`src/rtl/fir_coeff_loader_pkg.sv`:
```
// -----------------------------------------------------------------------------
// fir_coeff_loader_pkg
// Shared types and constants for the FIR coefficient loader:
//   - state_t     : loader FSM states
//   - BANK_W/TAP_W/ADDR_W/COEFF_W/CNT_W : field widths
//   - make_addr() : packs {bank, tap} into the RAM address bus
// -----------------------------------------------------------------------------
package fir_coeff_loader_pkg;

    localparam int BANK_W  = 2;
    localparam int TAP_W   = 4;
    localparam int ADDR_W  = 6;
    localparam int COEFF_W = 16;
    localparam int CNT_W   = 8;

    typedef enum logic [2:0] {
        IDLE  = 3'd0,
        SETUP = 3'd1,
        FETCH = 3'd2,
        WRITE = 3'd3,
        GAP   = 3'd4,
        HOLD  = 3'd5,
        DONE  = 3'd6
    } state_t;

    // Taps 10..15 of each bank are left as holes in the address map.
    function automatic logic [ADDR_W-1:0] make_addr(input logic [BANK_W-1:0] bank,
                                                    input logic [TAP_W-1:0]  tap);
        return {bank, tap};
    endfunction

endpackage

```
`src/rtl/fir_coeff_addr_gen.sv`:
```
// -----------------------------------------------------------------------------
// fir_coeff_addr_gen
// Bank/tap counter that walks the coefficient RAM address space bank by bank.
// Ports:
//   clk      in  clock
//   rst      in  synchronous reset, active-high
//   clear    in  return bank and tap to 0
//   advance  in  step to the next tap, rolling into the next bank at the end
//   bank     out current bank index
//   tap      out current tap index
//   last     out current position is the final coefficient of the final bank
// -----------------------------------------------------------------------------
module fir_coeff_addr_gen
    import fir_coeff_loader_pkg::*;
#(
    parameter int NUM_BANK      = 4,
    parameter int TAPS_PER_BANK = 10
) (
    input  logic              clk,
    input  logic              rst,
    input  logic              clear,
    input  logic              advance,
    output logic [BANK_W-1:0] bank,
    output logic [TAP_W-1:0]  tap,
    output logic              last
);

    localparam logic [BANK_W-1:0] BANK_LAST = BANK_W'(NUM_BANK - 1);
    localparam logic [TAP_W-1:0]  TAP_LAST  = TAP_W'(TAPS_PER_BANK - 1);

    logic [BANK_W-1:0] bank_r;
    logic [TAP_W-1:0]  tap_r;

    // Bank/tap position register.
    always_ff @(posedge clk) begin
        if (rst) begin
            bank_r <= {BANK_W{1'b0}};
            tap_r  <= {TAP_W{1'b0}};
        end else if (clear) begin
            bank_r <= {BANK_W{1'b0}};
            tap_r  <= {TAP_W{1'b0}};
        end else if (advance) begin
            if (tap_r == TAP_LAST) begin
                tap_r  <= {TAP_W{1'b0}};
                bank_r <= bank_r + {{(BANK_W-1){1'b0}}, 1'b1};
            end else begin
                tap_r  <= tap_r + {{(TAP_W-1){1'b0}}, 1'b1};
            end
        end
    end

    assign bank = bank_r;
    assign tap  = tap_r;
    assign last = (bank_r == BANK_LAST) && (tap_r == TAP_LAST);

endmodule

```
`src/rtl/fir_coeff_loader.sv`:
```
// -----------------------------------------------------------------------------
// fir_coeff_loader
// Host-side initiator for the FIR coefficient-update port. Pulls coefficients
// from a valid/ready stream and writes all NUM_BANK x TAPS_PER_BANK of them
// into the filter RAM, framed by the update flag with setup/hold margins.
// Optional feature macro: COEFF_LOADER_CKSUM_EN (running checksum + compare).
// Ports:
//   iClk12M          in   clock (rising edge)
//   iRst             in   synchronous reset, active-high
//   iStart           in   start-load pulse, honoured only in IDLE
//   iAbort           in   abort the load in progress
//   iCoeffValid      in   source data valid
//   iCoeffData[15:0] in   coefficient (two's complement)
//   iCksumExp[15:0]  in   expected checksum (COEFF_LOADER_CKSUM_EN only)
//   oCksum[15:0]     out  running checksum    (COEFF_LOADER_CKSUM_EN only)
//   oCoeffReady      out  loader accepts a coefficient this cycle
//   oCoeffUpdateFlag out  filter update-mode request
//   oCsnRam          out  RAM chip select, active-low
//   oWrnRam          out  RAM write enable, active-low
//   oAddrRam[5:0]    out  {bank, tap}
//   oWtDtRam[15:0]   out  write data
//   oBusy            out  loader not idle
//   oDone            out  1-cycle pulse on successful completion
//   oErr             out  1-cycle pulse on abort or checksum mismatch
// -----------------------------------------------------------------------------
module fir_coeff_loader
    import fir_coeff_loader_pkg::*;
#(
    parameter int NUM_BANK      = 4,
    parameter int TAPS_PER_BANK = 10,
    parameter int SETUP_CYC     = 2,
    parameter int WR_GAP        = 1,
    parameter int HOLD_CYC      = 2
) (
    input  logic               iClk12M,
    input  logic               iRst,
    input  logic               iStart,
    input  logic               iAbort,
    input  logic               iCoeffValid,
    input  logic [COEFF_W-1:0] iCoeffData,
`ifdef COEFF_LOADER_CKSUM_EN
    input  logic [COEFF_W-1:0] iCksumExp,
    output logic [COEFF_W-1:0] oCksum,
`endif
    output logic               oCoeffReady,
    output logic               oCoeffUpdateFlag,
    output logic               oCsnRam,
    output logic               oWrnRam,
    output logic [ADDR_W-1:0]  oAddrRam,
    output logic [COEFF_W-1:0] oWtDtRam,
    output logic               oBusy,
    output logic               oDone,
    output logic               oErr
);

    localparam logic [CNT_W-1:0] SETUP_LAST = CNT_W'(SETUP_CYC - 1);
    localparam logic [CNT_W-1:0] GAP_LAST   = CNT_W'((WR_GAP > 0) ? (WR_GAP - 1) : 0);
    localparam logic [CNT_W-1:0] HOLD_LAST  = CNT_W'(HOLD_CYC - 1);

    state_t             state_r;
    state_t             state_next_s;
    logic [CNT_W-1:0]   cnt_r;
    logic               clear_s;
    logic               advance_s;
    logic               abort_s;
    logic               xfer_s;
    logic [BANK_W-1:0]  bank_s;
    logic [TAP_W-1:0]   tap_s;
    logic               last_s;
    logic               cksum_bad_s;

    logic               ready_s;
    logic               flag_s;
    logic               wr_s;
    logic               busy_s;
    logic               done_s;
    logic               err_s;
    logic [ADDR_W-1:0]  addr_s;
    logic [COEFF_W-1:0] data_s;

    fir_coeff_addr_gen #(
        .NUM_BANK      (NUM_BANK),
        .TAPS_PER_BANK (TAPS_PER_BANK)
    ) u_addr_gen (
        .clk     (iClk12M),
        .rst     (iRst),
        .clear   (clear_s),
        .advance (advance_s),
        .bank    (bank_s),
        .tap     (tap_s),
        .last    (last_s)
    );

    assign abort_s = (state_r != IDLE) && iAbort;
    assign xfer_s  = iCoeffValid && oCoeffReady;

    // FSM state register.
    always_ff @(posedge iClk12M) begin
        if (iRst) begin
            state_r <= IDLE;
        end else begin
            state_r <= state_next_s;
        end
    end

    // Dwell counter for SETUP/GAP/HOLD; restarts on every state change.
    always_ff @(posedge iClk12M) begin
        if (iRst) begin
            cnt_r <= {CNT_W{1'b0}};
        end else if (state_next_s != state_r) begin
            cnt_r <= {CNT_W{1'b0}};
        end else begin
            cnt_r <= cnt_r + {{(CNT_W-1){1'b0}}, 1'b1};
        end
    end

    // Next-state logic plus address counter control; abort overrides everything.
    always_comb begin
        state_next_s = state_r;
        clear_s      = 1'b0;
        advance_s    = 1'b0;
        if (abort_s) begin
            state_next_s = IDLE;
        end else begin
            case (state_r)
                IDLE: begin
                    if (iStart && !iAbort) begin
                        state_next_s = SETUP;
                        clear_s      = 1'b1;
                    end else begin
                        state_next_s = IDLE;
                    end
                end
                SETUP: begin
                    if (cnt_r == SETUP_LAST) begin
                        state_next_s = FETCH;
                    end else begin
                        state_next_s = SETUP;
                    end
                end
                FETCH: begin
                    if (xfer_s) begin
                        state_next_s = WRITE;
                    end else begin
                        state_next_s = FETCH;
                    end
                end
                WRITE: begin
                    // With no gap configured, the write cycle ends the slot itself.
                    if (WR_GAP > 0) begin
                        state_next_s = GAP;
                    end else begin
                        advance_s    = !last_s;
                        state_next_s = last_s ? HOLD : FETCH;
                    end
                end
                GAP: begin
                    if (cnt_r == GAP_LAST) begin
                        advance_s    = !last_s;
                        state_next_s = last_s ? HOLD : FETCH;
                    end else begin
                        state_next_s = GAP;
                    end
                end
                HOLD: begin
                    if (cnt_r == HOLD_LAST) begin
                        state_next_s = DONE;
                    end else begin
                        state_next_s = HOLD;
                    end
                end
                DONE: begin
                    state_next_s = IDLE;
                end
                default: begin
                    state_next_s = IDLE;
                end
            endcase
        end
    end

`ifdef COEFF_LOADER_CKSUM_EN
    logic [COEFF_W-1:0] cksum_r;

    // Modulo-2^16 sum of every coefficient put on the write bus.
    always_ff @(posedge iClk12M) begin
        if (iRst) begin
            cksum_r <= {COEFF_W{1'b0}};
        end else if (clear_s) begin
            cksum_r <= {COEFF_W{1'b0}};
        end else if (state_r == WRITE) begin
            cksum_r <= cksum_r + oWtDtRam;
        end
    end

    assign oCksum      = cksum_r;
    assign cksum_bad_s = (cksum_r != iCksumExp);
`else
    assign cksum_bad_s = 1'b0;
`endif

    // Output decode from the next state so registered pins line up with the state.
    always_comb begin
        ready_s = (state_next_s == FETCH);
        wr_s    = (state_next_s == WRITE);
        busy_s  = (state_next_s != IDLE);
        flag_s  = (state_next_s == SETUP) || (state_next_s == FETCH) ||
                  (state_next_s == WRITE) || (state_next_s == GAP)   ||
                  (state_next_s == HOLD);
        done_s  = (state_next_s == DONE) && !cksum_bad_s;
        err_s   = abort_s || ((state_next_s == DONE) && cksum_bad_s);
        // WRITE is only entered from FETCH on a transfer, so data is live here.
        if (wr_s) begin
            addr_s = make_addr(bank_s, tap_s);
            data_s = iCoeffData;
        end else begin
            addr_s = oAddrRam;
            data_s = oWtDtRam;
        end
    end

    // Output registers.
    always_ff @(posedge iClk12M) begin
        if (iRst) begin
            oCoeffReady      <= 1'b0;
            oCoeffUpdateFlag <= 1'b0;
            oCsnRam          <= 1'b1;
            oWrnRam          <= 1'b1;
            oAddrRam         <= {ADDR_W{1'b0}};
            oWtDtRam         <= {COEFF_W{1'b0}};
            oBusy            <= 1'b0;
            oDone            <= 1'b0;
            oErr             <= 1'b0;
        end else begin
            oCoeffReady      <= ready_s;
            oCoeffUpdateFlag <= flag_s;
            oCsnRam          <= !wr_s;
            oWrnRam          <= !wr_s;
            oAddrRam         <= addr_s;
            oWtDtRam         <= data_s;
            oBusy            <= busy_s;
            oDone            <= done_s;
            oErr             <= err_s;
        end
    end

endmodule
```
`config.mk`:
```
export PLATFORM = sky130hd
export DESIGN_NAME = fir_coeff_loader
export DESIGN_NICKNAME = d
export VERILOG_FILES = /design/src/rtl/fir_coeff_loader_pkg.sv /design/src/rtl/fir_coeff_addr_gen.sv /design/src/rtl/fir_coeff_loader.sv
export SDC_FILE = /design/constraint.sdc
export NUM_CORES = 1
export LEC_CHECK = 0
export CORE_ASPECT_RATIO = 1.4
export CORE_MARGIN = 2
export CORE_UTILIZATION = 50
export DETAILED_ROUTE_END_ITERATION = 7
export PLACE_DENSITY = 0.78
export SLEW_MARGIN = 20
export SYNTH_ARGS = -nofsm -noshare
export SYNTH_HDL_FRONTEND = slang
export SYNTH_SLANG_ARGS = --single-unit
```
`constraint.sdc`:
```
create_clock -name iClk12M -period 2.67 [get_ports iClk12M]
set_input_delay 0.4005 -clock iClk12M [delete_from_list [all_inputs] [get_ports iClk12M]]
set_output_delay 0.4005 -clock iClk12M [all_outputs]
set_load 0.005 [all_outputs]
```
After elaboration in Yosys (flattened, before gate mapping)
Index checks and enable logic that the tools add are counted.
{"block": "op_classes", "add_sub_neg": 3, "multipliers": 0, "n_div": 0, "order_cmp": 0, "n_eq_ne": 15, "shift": 0, "n_mux": 15, "bitwise_logic": 0, "n_reduce_logical": 18}
{"op": "$pmux W3 S6", "n": 1}
{"op": "$eq A3 B3 Y1 const B", "n": 5}
{"op": "$eq A3 B2 Y1 const B", "n": 4}
{"op": "$mux W3", "n": 3}
{"op": "$add A8 B1 Y8 const B", "n": 1}
{"op": "$eq A8 B1 Y1 const B", "n": 1}
{"op": "$logic_not A8 Y1", "n": 1}
{"op": "$mux W1", "n": 8}
{"op": "$eq A3 B1 Y1 const B", "n": 2}
{"op": "$reduce_bool A3 Y1", "n": 2}
{"op": "$add A4 B1 Y4 const B", "n": 1}
{"op": "$eq A4 B4 Y1 const B", "n": 1}
{"op": "$logic_and A1 B1 Y1", "n": 4}
{"op": "$logic_or A1 B1 Y1", "n": 4}
{"op": "$mux W2", "n": 2}
{"op": "$mux W4", "n": 1}
{"op": "$reduce_or A2 Y1", "n": 2}
{"op": "$logic_not A1 Y1", "n": 3}
{"op": "$logic_not A3 Y1", "n": 1}
{"op": "$ne A3 B3 Y1", "n": 1}
{"op": "$add A2 B1 Y2 const B", "n": 1}
{"op": "$eq A2 B2 Y1 const B", "n": 1}
{"op": "$reduce_and A2 Y1", "n": 1}
{"block": "totals", "register_bits": 45, "latch_bits": 0, "ram_bits": 0, "rom_bits": 0, "out_inout_bits": 29, "wordCells": 63, "mem_count": 0}

Depth between registers and ports, before layout
{"block": "logic_depth", "depth_word": 11, "mapped_depth": 8, "depth_no_buf": 7}

Cells and area by module
A second synthesis with hierarchy kept.
{"block": "hier_totals", "hier_cells": 222, "area_unflattened_um2": 2078.2}
{"mod": "fir_coeff_loader", "instances": 1, "cells_per_inst": 190, "area_per_inst_um2": 1779.2, "seq_area_each_um2": 780.7}
{"mod": "fir_coeff_addr_gen", "instances": 1, "cells_per_inst": 32, "area_per_inst_um2": 299.0, "seq_area_each_um2": 120.1}

Worst setup path after synthesis
Ideal clock, no wire load.
{"block": "synth_timing", "kind": "in2reg", "start": "input port iAbort", "end": "register oAddrRam[0]", "t_arrival_ns": 1.975, "required_time_ns": 2.598, "setup_slack_ns": 0.624, "path_stages": 7, "path_buffers": 2, "path_cell_list": "buf_2 > or3b_2 > a21boi_0 > o31ai_2 > a21oi_4 > buf_6 > mux2i_1"}
{"block": "synth_via", "elab_chain_cells": 6, "elab_cells_between_ends": 7}
{"item": "start, declared", "line": "fir_coeff_loader.sv:38", "rtl": "input logic iAbort,"}
{"item": "$logic_not A1 Y1", "line": "fir_coeff_loader.sv:127", "rtl": "if (iStart && !iAbort) begin"}
{"item": "$logic_and A1 B1 Y1", "line": "fir_coeff_loader.sv:127"}
{"item": "$mux W1", "line": "fir_coeff_loader.sv:127"}
{"item": "$pmux W3 S6", "line": "fir_coeff_loader.sv:125", "rtl": "case (state_r)"}
{"item": "$mux W3 *", "line": "fir_coeff_loader.sv:122", "rtl": "if (abort_s) begin"}
{"item": "$eq A3 B2 Y1 *", "line": "fir_coeff_loader.sv:205", "rtl": "wr_s = (state_next_s == WRITE);"}
{"item": "end signal, assigned", "line": "fir_coeff_loader.sv:229", "rtl": "oAddrRam <= {ADDR_W{1'b0}};"}
{"item": "end signal, assigned", "line": "fir_coeff_loader.sv:239", "rtl": "oAddrRam <= addr_s;"}
{"item": "end, declared", "line": "fir_coeff_loader.sv:49", "rtl": "output logic [ADDR_W-1:0] oAddrRam,"}
Every way passes the cells marked *; elsewhere a longest branch is shown, timed or not.
A chain may end at the register's enable or synchronous reset.

Final worst setup path
{"block": "layout_timing", "start": "input port iStart", "end": "register oWtDtRam[11]"}
{"block": "layout_via", "elab_chain_cells": 5}
{"item": "start, declared", "line": "fir_coeff_loader.sv:37", "rtl": "input logic iStart,"}
{"item": "$logic_and A1 B1 Y1", "line": "fir_coeff_loader.sv:127"}
{"item": "$mux W1", "line": "fir_coeff_loader.sv:127"}
{"item": "$pmux W3 S6", "line": "fir_coeff_loader.sv:125"}
{"item": "$mux W3", "line": "fir_coeff_loader.sv:122"}
{"item": "$eq A3 B2 Y1", "line": "fir_coeff_loader.sv:205"}
{"item": "end signal, assigned", "line": "fir_coeff_loader.sv:230", "rtl": "oWtDtRam <= {COEFF_W{1'b0}};"}
{"item": "end signal, assigned", "line": "fir_coeff_loader.sv:240", "rtl": "oWtDtRam <= data_s;"}
{"item": "end, declared", "line": "fir_coeff_loader.sv:50", "rtl": "output logic [COEFF_W-1:0] oWtDtRam,"}
No other way between the ends.

==> out/qor.json <==
{
  "run_status": "finished clean",
  "grt_pass1_vias": 1554,
  "relSlewSlack_pct": 61.96,
  "detail-route-antenna-nets": 0,
  "power.leakage_nw": 1.010,
  "drt-initial-drc-count": 52,
  "cts_tree": "yes",
  "rows": 28,
  "grt_antenna_before_repair": 0,
  "clock_tree.buffer_depth": 2,
  "tritoncts.num_buffers": 5,
  "postRouteWirelength_um": 4152,
  "synth_largest_type_area_fraction_pct": 41.07,
  "synth.ff_latch_count": 45,
  "hold_path_class": "flop to flop",
  "tightest_slew_ps": 566.3,
  "final_period_minus_worst_setup_slack_ps": 2159,
  "critical_path.n_buffers_inverters": 2,
  "hold_viol": 0,
  "final-setup-viol-count": 0,
  "drt_pass1_iterations": 4,
  "synth-edff-count": 0,
  "unrepaired_setup_endpoints_after_global_routing": "false",
  "cap_violations": 0,
  "yosys.cell_types.count": 50,
  "dp_hpwl_um": 2946,
  "worstPathArrival_ps": 2380,
  "globalRouteOverflowTotal": 0,
  "grt_use_total_pct": 17.77,
  "worstPathMaxFanout": 22,
  "chipHeight_um": 82.37,
  "crit_start": "iStart",
  "wl_per_cell_um": 12.32,
  "synth_area_mm2": 0.002193,
  "clock_tree.htree_level_count": 2,
  "worstReg2RegStart": "state_r[1]",
  "coreArea_mm2": 0.004239,
  "timing.setup.tns_ps": 0,
  "globalplace.congestion": 0.8513,
  "cells_along_the_critical_path": "clkdlybuf4s50_1 -> or3b_2 -> a21boi_0 -> o31ai_2 -> a21oi_4 -> buf_12 -> mux2i_1",
  "synth_top_flop_cell": "dfxtp_1",
  "startpoint_type": "input port",
  "clk_root_buffer_cell": "clkbuf_8",
  "die_width_um": 59.98,
  "postCtsSetupBuffers": 0,
  "fillers": 362,
  "seq_area_frac_synth_pct": 41.07,
  "insertedDiodeCount": 0,
  "cts_hold_buffers": 0,
  "timing.critical_path.required_ps": 2890,
  "power.density_mw_per_mm2": 489.3,
  "post_route_cells_drive_above_1_share_pct": 9.025,
  "synthCells": 228,
  "hold_start": "oWtDtRam[12]",
  "cpLargestDelayFamily": "buffers and inverters",
  "post_synth.cell_area_avg_um2": 9.620,
  "fin_nets": 301,
  "cp_slowest_stage_delay_ps": 470,
  "initial_core_utilization_pct": 51.74,
  "crit_type": "input port to flop",
  "design.die.area_mm2": 0.004940,
  "ys_async_sr_fraction_pct": 0,
  "pin_count_of_the_biggest_net_entering_global_routing": 53,
  "avgViaCountPerCell": 5.157,
  "post-route-drc-count": 0,
  "worstSetupEndpointType": "flop",
  "layout-area-overhead-vs-synth_pct": 30.06,
  "global_route_wire_length_before_repair_um": 6727,
  "netlist_top_cells_area": "dfxtp_1 41%, nand2b_1 13%, mux2i_1 11%",
  "synth_nets": 253,
  "insertion_delay_ps": 290,
  "holdWs_ps": 473.5,
  "io_buffers": 49,
  "yosysTopAreaCell": "dfxtp_1",
  "achievable-frequency_mhz": 463.1,
  "clock-skew-final_ps": 5.810,
  "ys.warnings.count": 0,
  "route.vias.total": 1738,
  "timing.final.crit_share_pct": 80.87,
  "ir_drop_uv": 474.8,
  "finalMaxSlewViolations": 0,
  "clock_pin_slew_worst_setup_and_hold_paths_ps": 80,
  "ctsResizeCount": 0,
  "io_pins": 50,
  "clock-sinks": 45,
  "slowest_stage": "clkdlybuf4s50_1"
}
## flip-flops by register name, indices dropped and copies added, names as in the netlist
name              count
u_addr_gen.bank       2
oCoeffReady           1
state_r               3
u_addr_gen.tap        4
oAddrRam              6
oCoeffUpdateFlag      1
oWtDtRam             16
oErr                  1
oBusy                 1
oWrnRam               1
cnt_r                 8
oDone                 1
## synthesized netlist by cell type, drive strengths merged, types with 2 or more instances
cell type  number
nor3            9
nand2           3
o21a            2
o22ai           2
xor2            5
and4bb          2
dfxtp          45
nand2b         46
nor3b           3
nor4            2
xnor2           4
nand3           6
or2             3
o21ai           2
a21oi           6
clkbuf          8
ha              4
a22oi           2
and3            3
nor2           15
inv             6
mux2i          24
buf             4
nor2b           2
## per-layer routing
metal  vias to the layer above  global-route usage, %  share of wire (%)
met1                       790                  21.21                 44
met5                         -                      0                  0
li1                        882                      -                  -
met4                         0                  7.556                1.7
met2                        55                  29.35                 49
met3                        11                  5.140                5.2
## area by class of cell
| cell class | count | area, um^2 | share of cell area (%) |
|---|---|---|---|
| timing repair buffer | 53 | 533.0 | 18.68 |
| sequential | 45 | 900.9 | 31.58 |
| inverter | 6 | 22.52 | 0.7895 |
| tap | 60 | 75.07 | 2.632 |
| multi-input combinational | 165 | 1205 | 42.24 |
| clock buffer | 7 | 86.33 | 3.026 |
| clock inverter | 1 | 30.03 | 1.053 |
## worst reg2reg max path, stage by stage, from the launching register on
cell,delay (ps)
dfxtp_1,450
or3b_2,500
a21boi_0,340
o31ai_2,170
a21oi_4,160
buf_12,210
mux2i_1,200
## stage by stage
step	setup slack (ps)	power [mW]	instance area [um^2]	util (%)	std cells
floorplan	623.7	0.8142	2193	-	228
finish	510.8	1.396	2853	67.30	337
CTS	502.9	1.415	2853	67.30	337
global placement	254.7	0.8837	2736	64.55	329
detailed placement	179.0	0.8852	2736	64.55	329
global route	354.7	1.460	2853	67.30	337
## worst paths after layout
path	endpoint	slack (ps)	cells after the start
worst max-delay path	oWtDtRam[11]	510	7
worst min-delay path	oWtDtRam[12]	470	2
worst max register to register	oWtDtRam[11]	570	6
worst min register to register	oWtDtRam[12]	470	2
## cells in the final DEF (no fill, tap or decap), types with 2 or more instances in the layout
cell and instances:
clkdlybuf4s50_1 49, nor3_1 9, a22oi_1 2, xnor2_1 4, nor4_1 2, ha_1 4
inv_1 6, nor3b_1 3, nand2b_1 46, nor2_1 15, clkbuf_8 6, dfxtp_1 45
nor2b_1 2, or2_2 3, xor2_1 5, a21oi_1 5, o21a_1 2, o22ai_1 2
mux2i_1 24, nand3_1 6, nand2_1 3, buf_4 3, and3_1 2
## logic make-up (layout without fill, tap and decap cells)
| family | Yosys count | in the layout | share of synthesized area (%) |
|---|---|---|---|
| xor+xnor | 9 | 9 | 3.594 |
| compound gates | 28 | 28 | 10.84 |
| simple gates | 100 | 100 | 27.27 |
| buf+inv | 18 | 67 | 3.993 |
| mux | 24 | 24 | 10.95 |
| fa+ha+maj | 4 | 4 | 2.282 |
| flops | 45 | 45 | 41.07 |
## power by group
part,internal [mW],switching [mW]
logic,0.0967,0.0718
registers,0.686,0.0151
clock network,0.305,0.221
total,1.09,0.308
Power figures use the tool's default switching activity.
